===== src/rtl/uart_rx_if.sv =====
// Parallel/serial signal bundle of the UART receiver.
// The slave modport is the receiver's view; master is the driving side.
interface uart_rx_if #(
    parameter int width   = 8,
    parameter int presc_w = 6
);
    logic               RX_in;
    logic [presc_w-1:0] Prescale;
    logic               Par_en;
    logic               Par_type;
    logic [width-1:0]   P_data;
    logic               Data_valid;
    logic               Par_err;
    logic               Stp_err;
    logic               Busy;

    modport master (
        output RX_in, Prescale, Par_en, Par_type,
        input  P_data, Data_valid, Par_err, Stp_err, Busy
    );

    modport slave (
        input  RX_in, Prescale, Par_en, Par_type,
        output P_data, Data_valid, Par_err, Stp_err, Busy
    );
endinterface


===== src/rtl/uart_rx.sv =====
// Oversampling UART receiver: majority-of-3 bit sampling, optional parity,
// stop-bit check, one-cycle result pulses.
module uart_rx #(
    parameter int width   = 8,
    parameter int presc_w = 6
) (
    input logic      clk,
    input logic      rst,
    uart_rx_if.slave bus
);
    localparam int cnt_w = $clog2(width + 1);

    typedef enum logic [2:0] {IDLE, START, DATA, PARITY, STOP} state_t;

    state_t             state;
    logic [1:0]         sync;
    logic               rx_s;
    logic [presc_w-1:0] presc_r;
    logic [presc_w-1:0] edge_cnt;
    logic [presc_w-1:0] half;
    logic [presc_w-1:0] smp_lo;
    logic [presc_w-1:0] smp_hi;
    logic [presc_w-1:0] last_cnt;
    logic               par_en_r;
    logic               par_type_r;
    logic [cnt_w-1:0]   bit_cnt;
    logic [width-1:0]   shift_r;
    logic [width-1:0]   p_data_r;
    logic               smp_a;
    logic               smp_b;
    logic               bit_val;
    logic               par_flag;
    logic               maj;
    logic               at_end;
    logic               at_decide;
    logic               data_valid_r;
    logic               par_err_r;
    logic               stp_err_r;

    assign rx_s      = sync[1];
    assign half      = {1'b0, presc_r[presc_w-1:1]};
    assign smp_lo    = half - presc_w'(1);
    assign smp_hi    = half + presc_w'(1);
    assign last_cnt  = presc_r - presc_w'(1);
    assign at_decide = (edge_cnt == smp_hi);
    assign at_end    = (edge_cnt == last_cnt);
    // Third sample is the live synchronized value, so the decision is ready at P/2+1.
    assign maj       = (smp_a & smp_b) | (smp_a & rx_s) | (smp_b & rx_s);

    // NOTE: every register uses <= so all branches see pre-edge values of state and counters.
    always_ff @(posedge clk) begin
        if (rst) begin
            sync         <= 2'b11;
            state        <= IDLE;
            presc_r      <= '0;
            edge_cnt     <= '0;
            par_en_r     <= 1'b0;
            par_type_r   <= 1'b0;
            bit_cnt      <= '0;
            shift_r      <= '0;
            p_data_r     <= '0;
            smp_a        <= 1'b1;
            smp_b        <= 1'b1;
            bit_val      <= 1'b1;
            par_flag     <= 1'b0;
            data_valid_r <= 1'b0;
            par_err_r    <= 1'b0;
            stp_err_r    <= 1'b0;
        end else begin
            sync         <= {sync[0], bus.RX_in};
            data_valid_r <= 1'b0;
            par_err_r    <= 1'b0;
            stp_err_r    <= 1'b0;

            case (state)
                IDLE: begin
                    if (!rx_s) begin
                        // Frame format is frozen here; later input changes wait for the next frame.
                        presc_r    <= bus.Prescale;
                        par_en_r   <= bus.Par_en;
                        par_type_r <= bus.Par_type;
                        par_flag   <= 1'b0;
                        bit_cnt    <= '0;
                        edge_cnt   <= presc_w'(1);
                        state      <= START;
                    end
                end
                default: begin
                    edge_cnt <= at_end ? '0 : edge_cnt + presc_w'(1);
                    if (edge_cnt == smp_lo) smp_a <= rx_s;
                    if (edge_cnt == half)   smp_b <= rx_s;
                    if (at_decide)          bit_val <= maj;

                    case (state)
                        START: begin
                            if (at_decide && maj) begin
                                edge_cnt <= '0;
                                state    <= IDLE;
                            end else if (at_end) begin
                                state <= DATA;
                            end
                        end
                        DATA: begin
                            if (at_end) begin
                                shift_r <= {bit_val, shift_r[width-1:1]};
                                if (bit_cnt == cnt_w'(width - 1)) begin
                                    bit_cnt <= '0;
                                    state   <= par_en_r ? PARITY : STOP;
                                end else begin
                                    bit_cnt <= bit_cnt + cnt_w'(1);
                                end
                            end
                        end
                        PARITY: begin
                            if (at_end) begin
                                par_flag <= bit_val ^ (^shift_r) ^ par_type_r;
                                state    <= STOP;
                            end
                        end
                        STOP: begin
                            if (at_end) begin
                                state <= IDLE;
                                if (par_flag || !bit_val) begin
                                    par_err_r <= par_flag;
                                    stp_err_r <= !bit_val;
                                end else begin
                                    p_data_r     <= shift_r;
                                    data_valid_r <= 1'b1;
                                end
                            end
                        end
                        default: ;
                    endcase
                end
            endcase
        end
    end

    assign bus.P_data     = p_data_r;
    assign bus.Data_valid = data_valid_r;
    assign bus.Par_err    = par_err_r;
    assign bus.Stp_err    = stp_err_r;
    assign bus.Busy       = (state != IDLE);
endmodule


===== src/flat_wrapper.sv =====
// flat-port wrapper written by rule: the top's interface ports become plain ports
module uart_rx_flat 
#(
    parameter int width   = 8,
    parameter int presc_w = 6
)
  (clk, rst, bus_RX_in, bus_Prescale, bus_Par_en, bus_Par_type, bus_P_data, bus_Data_valid, bus_Par_err, bus_Stp_err, bus_Busy);
  uart_rx_if #(.width(width), .presc_w(presc_w)) bus_i ();
  input logic clk;
  input logic rst;
  input wire logic [$bits(bus_i.RX_in)-1:0] bus_RX_in;
  input wire logic [$bits(bus_i.Prescale)-1:0] bus_Prescale;
  input wire logic [$bits(bus_i.Par_en)-1:0] bus_Par_en;
  input wire logic [$bits(bus_i.Par_type)-1:0] bus_Par_type;
  output wire logic [$bits(bus_i.P_data)-1:0] bus_P_data;
  output wire logic [$bits(bus_i.Data_valid)-1:0] bus_Data_valid;
  output wire logic [$bits(bus_i.Par_err)-1:0] bus_Par_err;
  output wire logic [$bits(bus_i.Stp_err)-1:0] bus_Stp_err;
  output wire logic [$bits(bus_i.Busy)-1:0] bus_Busy;
  assign bus_i.RX_in = bus_RX_in;
  assign bus_i.Prescale = bus_Prescale;
  assign bus_i.Par_en = bus_Par_en;
  assign bus_i.Par_type = bus_Par_type;
  assign bus_P_data = bus_i.P_data;
  assign bus_Data_valid = bus_i.Data_valid;
  assign bus_Par_err = bus_i.Par_err;
  assign bus_Stp_err = bus_i.Stp_err;
  assign bus_Busy = bus_i.Busy;
  uart_rx #(.width(width), .presc_w(presc_w)) u_core (.clk(clk), .rst(rst), .bus(bus_i));
endmodule

===== config.mk =====
export PLATFORM = sky130hd
export DESIGN_NAME = uart_rx_flat
export DESIGN_NICKNAME = d
export VERILOG_FILES = /design/src/rtl/uart_rx_if.sv /design/src/rtl/uart_rx.sv /design/src/flat_wrapper.sv
export SDC_FILE = /design/constraint.sdc
export NUM_CORES = 1
export LEC_CHECK = 0
export CAP_MARGIN = 20
export CELL_PAD_IN_SITES_DETAIL_PLACEMENT = 0
export CELL_PAD_IN_SITES_GLOBAL_PLACEMENT = 2
export CORE_ASPECT_RATIO = 0.7
export CORE_MARGIN = 2
export CORE_UTILIZATION = 30
export DETAILED_ROUTE_END_ITERATION = 8
export PLACE_DENSITY_LB_ADDON = 0.1
export SKIP_LAST_GASP = 1
export SLEW_MARGIN = 30
export SYNTH_ARGS = -nofsm -noshare
export SYNTH_HDL_FRONTEND = slang
export SYNTH_SLANG_ARGS = --single-unit

===== constraint.sdc =====
create_clock -name clk -period 3.65 [get_ports clk]
set_input_delay 0.5475 -clock clk [delete_from_list [all_inputs] [get_ports clk]]
set_output_delay 0.5475 -clock clk [all_outputs]
set_load 0.05 [all_outputs]

==> key figures <==
Clock network
  – Post-CTS Setup Inserts: 0
  – Cts repair resizes: 0
  – Clock transition at path regs: 60 ps
  – Post-CTS Hold Fix Bufs: 0
  – Clock Path Buffers: 2
  – Clk Latency, worst-skew pair: 280 ps
  – Sinks on Clock Net: 46
  – H-tree depth: 2
  – Cts bufs inserted: 5
  – CTS tree: built
  – CTS Root Cell: clkbuf_16

Routing
  – DRC Markers: 0
  – Detail Route Antenna Nets: 0
  – Total Wirelength: 5790 um
  – Starting DRT DRC Count: 69
  – Drt first pass iters: 4
  – Routed len/inst: 14.2 um
  – Vias per cell: 4.83
  – Vias: 1969

Synthesis
  – Synth cell types: 50
  – Syn nets: 306
  – Syn. warnings: 0
  – Async SR Flop Fraction: 0%
  – Avg Inst Size Synth: 8.53 um2
  – Post-Syn Area: 0.00246 mm2
  – Seq/Total Area, Yosys: 37.4%
  – Post-Synthesis Cells: 289
  – #FFs+latches synth: 46
  – Top_reg_cell synth: dfxtp_1
  – Number of synthesized flops with an enable pin: 0

Setup path
  – Slowest CP cell: dfxtp_1
  – CP arrival: 3140 ps
  – WP buf/inv: 1
  – WP data required: 3860 ps
  – CP Max Fanout: 11
  – Crit Path Class: reg -> reg
  – Setup crit end kind: flop
  – CP delay by family, top: simple AND/OR/NAND/NOR gates
  – Max incr delay on CP: 540 ps
  – CP cell instances: inv_1, ha_1, nand2b_1, nand3b_1, xnor2_1, nor4_4, and3_1, or4b_1, a21oi_1
  – Crit path launch type: flop

Global route
  – Total track usage: 14.3%
  – First-pass GRT wire length: 10000 um
  – Remaining global-route overflow: 0
  – Initial antenna violation count: 0
  – Largest net degree at the start of global routing: 43
  – Vias in the first global route: 1847

Power and ir drop
  – Pwr Density: 501 mW/mm2
  – Leakage: 1.13 nW
  – VDD IR max: 0.212 mV

Layout
  – Final Non-Filler Cells: 408
  – Share of cells above drive strength 1: 5.86%
  – Area growth, synth to finish: 18.6%
  – Antenna Cells: 0
  – Nets: 323

STA
  – Hold Fails Final Rpt: 0
  – Fmax: 342 MHz
  – Slew Limit Fails: 0
  – Final worst-path cycle share: 80.2%
  – RSZ-0062 raised after global routing: no
  – Fin crit period: 2930 ps
  – Sum Neg Setup Slack: 0 ps
  – Final-report setup violation count: 0
  – Setup WS post-layout: 723 ps
  – Clk_skew: 3.13 ps
  – Rel. slew slack: 54.9%
  – Worst slew pin tran: 659 ps

Floorplanning
  – Die area: 0.00897 mm2
  – Initial Util: 31.2%
  – I/O Pins: 23
  – Die height: 79.8 um
  – Rows: 27
  – Die W: 112 um
  – CORE AREA: 0.00791 mm2

Hold path
  – Worst hold-check path type: reg -> reg

Placed design
  – Placed insts: 400
  – Gpl congestion: 0.810
  – Input/output buffers: 22
  – HPWL after DPL: 4220 um
  – Pre-CTS WS: 728 ps

Flow run
  – Max Cap Viol: 0

Outcome
  – Status: complete, no violations
## power by group
group / leakage (nW) / switching [W] / internal [W]
clock: 0.0739 / 0.000184 / 0.000272
combinational: 0.683 / 0.000235 / 0.000175
sequential: 0.372 / 0.0000673 / 0.000531
total: 1.13 / 0.000486 / 0.000977
## cell families (layout without fill, tap and decap cells)
family | Yosys count | after routing | share of synthesized area, %
simple gates | 114 | 114 | 23.5
flops | 46 | 46 | 37.4
compound gates | 44 | 44 | 12.4
buf+inv | 30 | 48 | 5.13
xor+xnor | 27 | 27 | 9.59
mux | 21 | 21 | 8.53
fa+ha+maj | 7 | 7 | 3.45
## cell type report
cell class | count | area (um2)
fill | 857 | 4980
timing repair buffer | 28 | 265
multi-input combinational | 213 | 1420
tap | 101 | 126
clock inverter | 1 | 5.00
inverter | 12 | 45.0
clock buffer | 7 | 143
sequential | 46 | 921
## worst paths after layout
| kind | to | from | slack (ps) | cells past startpoint |
|---|---|---|---|---|
| worst max-delay path | u_core.bit_cnt[3]$_SDFFE_PP0P_ | u_core.presc_r[2]$_SDFFE_PP0P_ | 720 | 9 |
| worst max register to register | u_core.bit_cnt[3]$_SDFFE_PP0P_ | u_core.presc_r[2]$_SDFFE_PP0P_ | 720 | 9 |
| worst min register to register | u_core.sync[1]$_SDFF_PP1_ | u_core.sync[0]$_SDFF_PP1_ | 410 | 1 |
| worst min-delay path | u_core.sync[1]$_SDFF_PP1_ | u_core.sync[0]$_SDFF_PP1_ | 410 | 1 |
## metal layers
metal / global-route usage, % / wire length (um) / up-vias
li1: - / - / 1040
met1: 22.2 / 3370 / 892
met2: 18.7 / 2140 / 35
met3: 4.10 / 237 / 2
met4: 3.66 / 29 / 0
met5: 0 / 0 / -
## registers in the layout, indices dropped and copies added (netlist names), 2 cells and up
name	count
u_core.bit_cnt	4
u_core.bus.P_data	8
u_core.edge_cnt	6
u_core.presc_r	6
u_core.shift_r	8
u_core.state	3
u_core.sync	2
## cell usage after synthesis (2+ instances only)
cell	number	area share, %
nand3_1	7	1.4
a221o_1	2	0.81
o211ai_1	2	0.61
nand2_1	29	4.4
nor2_1	33	5.0
nor3_1	4	0.81
dfxtp_1	46	37
buf_2	8	1.6
or2_2	3	0.76
or3_1	2	0.51
clkbuf_1	9	1.4
nor4_1	7	1.8
a211oi_1	2	0.61
xnor2_1	18	6.4
o21ai_0	3	0.61
nor3b_1	4	1.2
nand3b_1	3	0.91
o21a_1	2	0.61
a2111oi_0	2	0.71
nor2b_1	3	0.76
a31oi_1	4	1.0
and3_1	3	0.76
mux2i_1	21	8.5
and2_1	2	0.51
nand2b_1	5	1.3
ha_1	6	3.0
a21oi_1	14	2.8
inv_1	12	1.8
nand4_1	4	1.0
xor2_1	9	3.2
## per-stage QoR
stage	power (W)	hold WS (ps)	cell area (um2)	utilization, %
global route	0.00157	431	2920	37.0
CTS	0.00149	412	2920	37.0
detailed placement	0.00102	398	2780	35.1
finish	0.00146	411	2920	37.0
floorplan	0.000910	389	2460	-
global placement	0.00103	395	2780	35.1
## cells in the final DEF, fill, tap and decap left out, types with 3 or more instances in the layout
cell type	instances
or2_2	3
nor2b_1	3
dfxtp_1	46
nand3b_1	3
and3_1	3
nor3b_1	4
buf_4	6
mux2i_1	21
a31oi_1	4
xnor2_1	18
nor2_1	33
nor3_1	4
clkbuf_16	5
clkdlybuf4s50_1	22
nand2b_1	5
a21oi_1	14
xor2_1	9
ha_1	6
o21ai_0	3
nor4_1	7
nand2_1	29
nand3_1	7
nand4_1	4
inv_1	12
(Power assumes the default switching activity.)
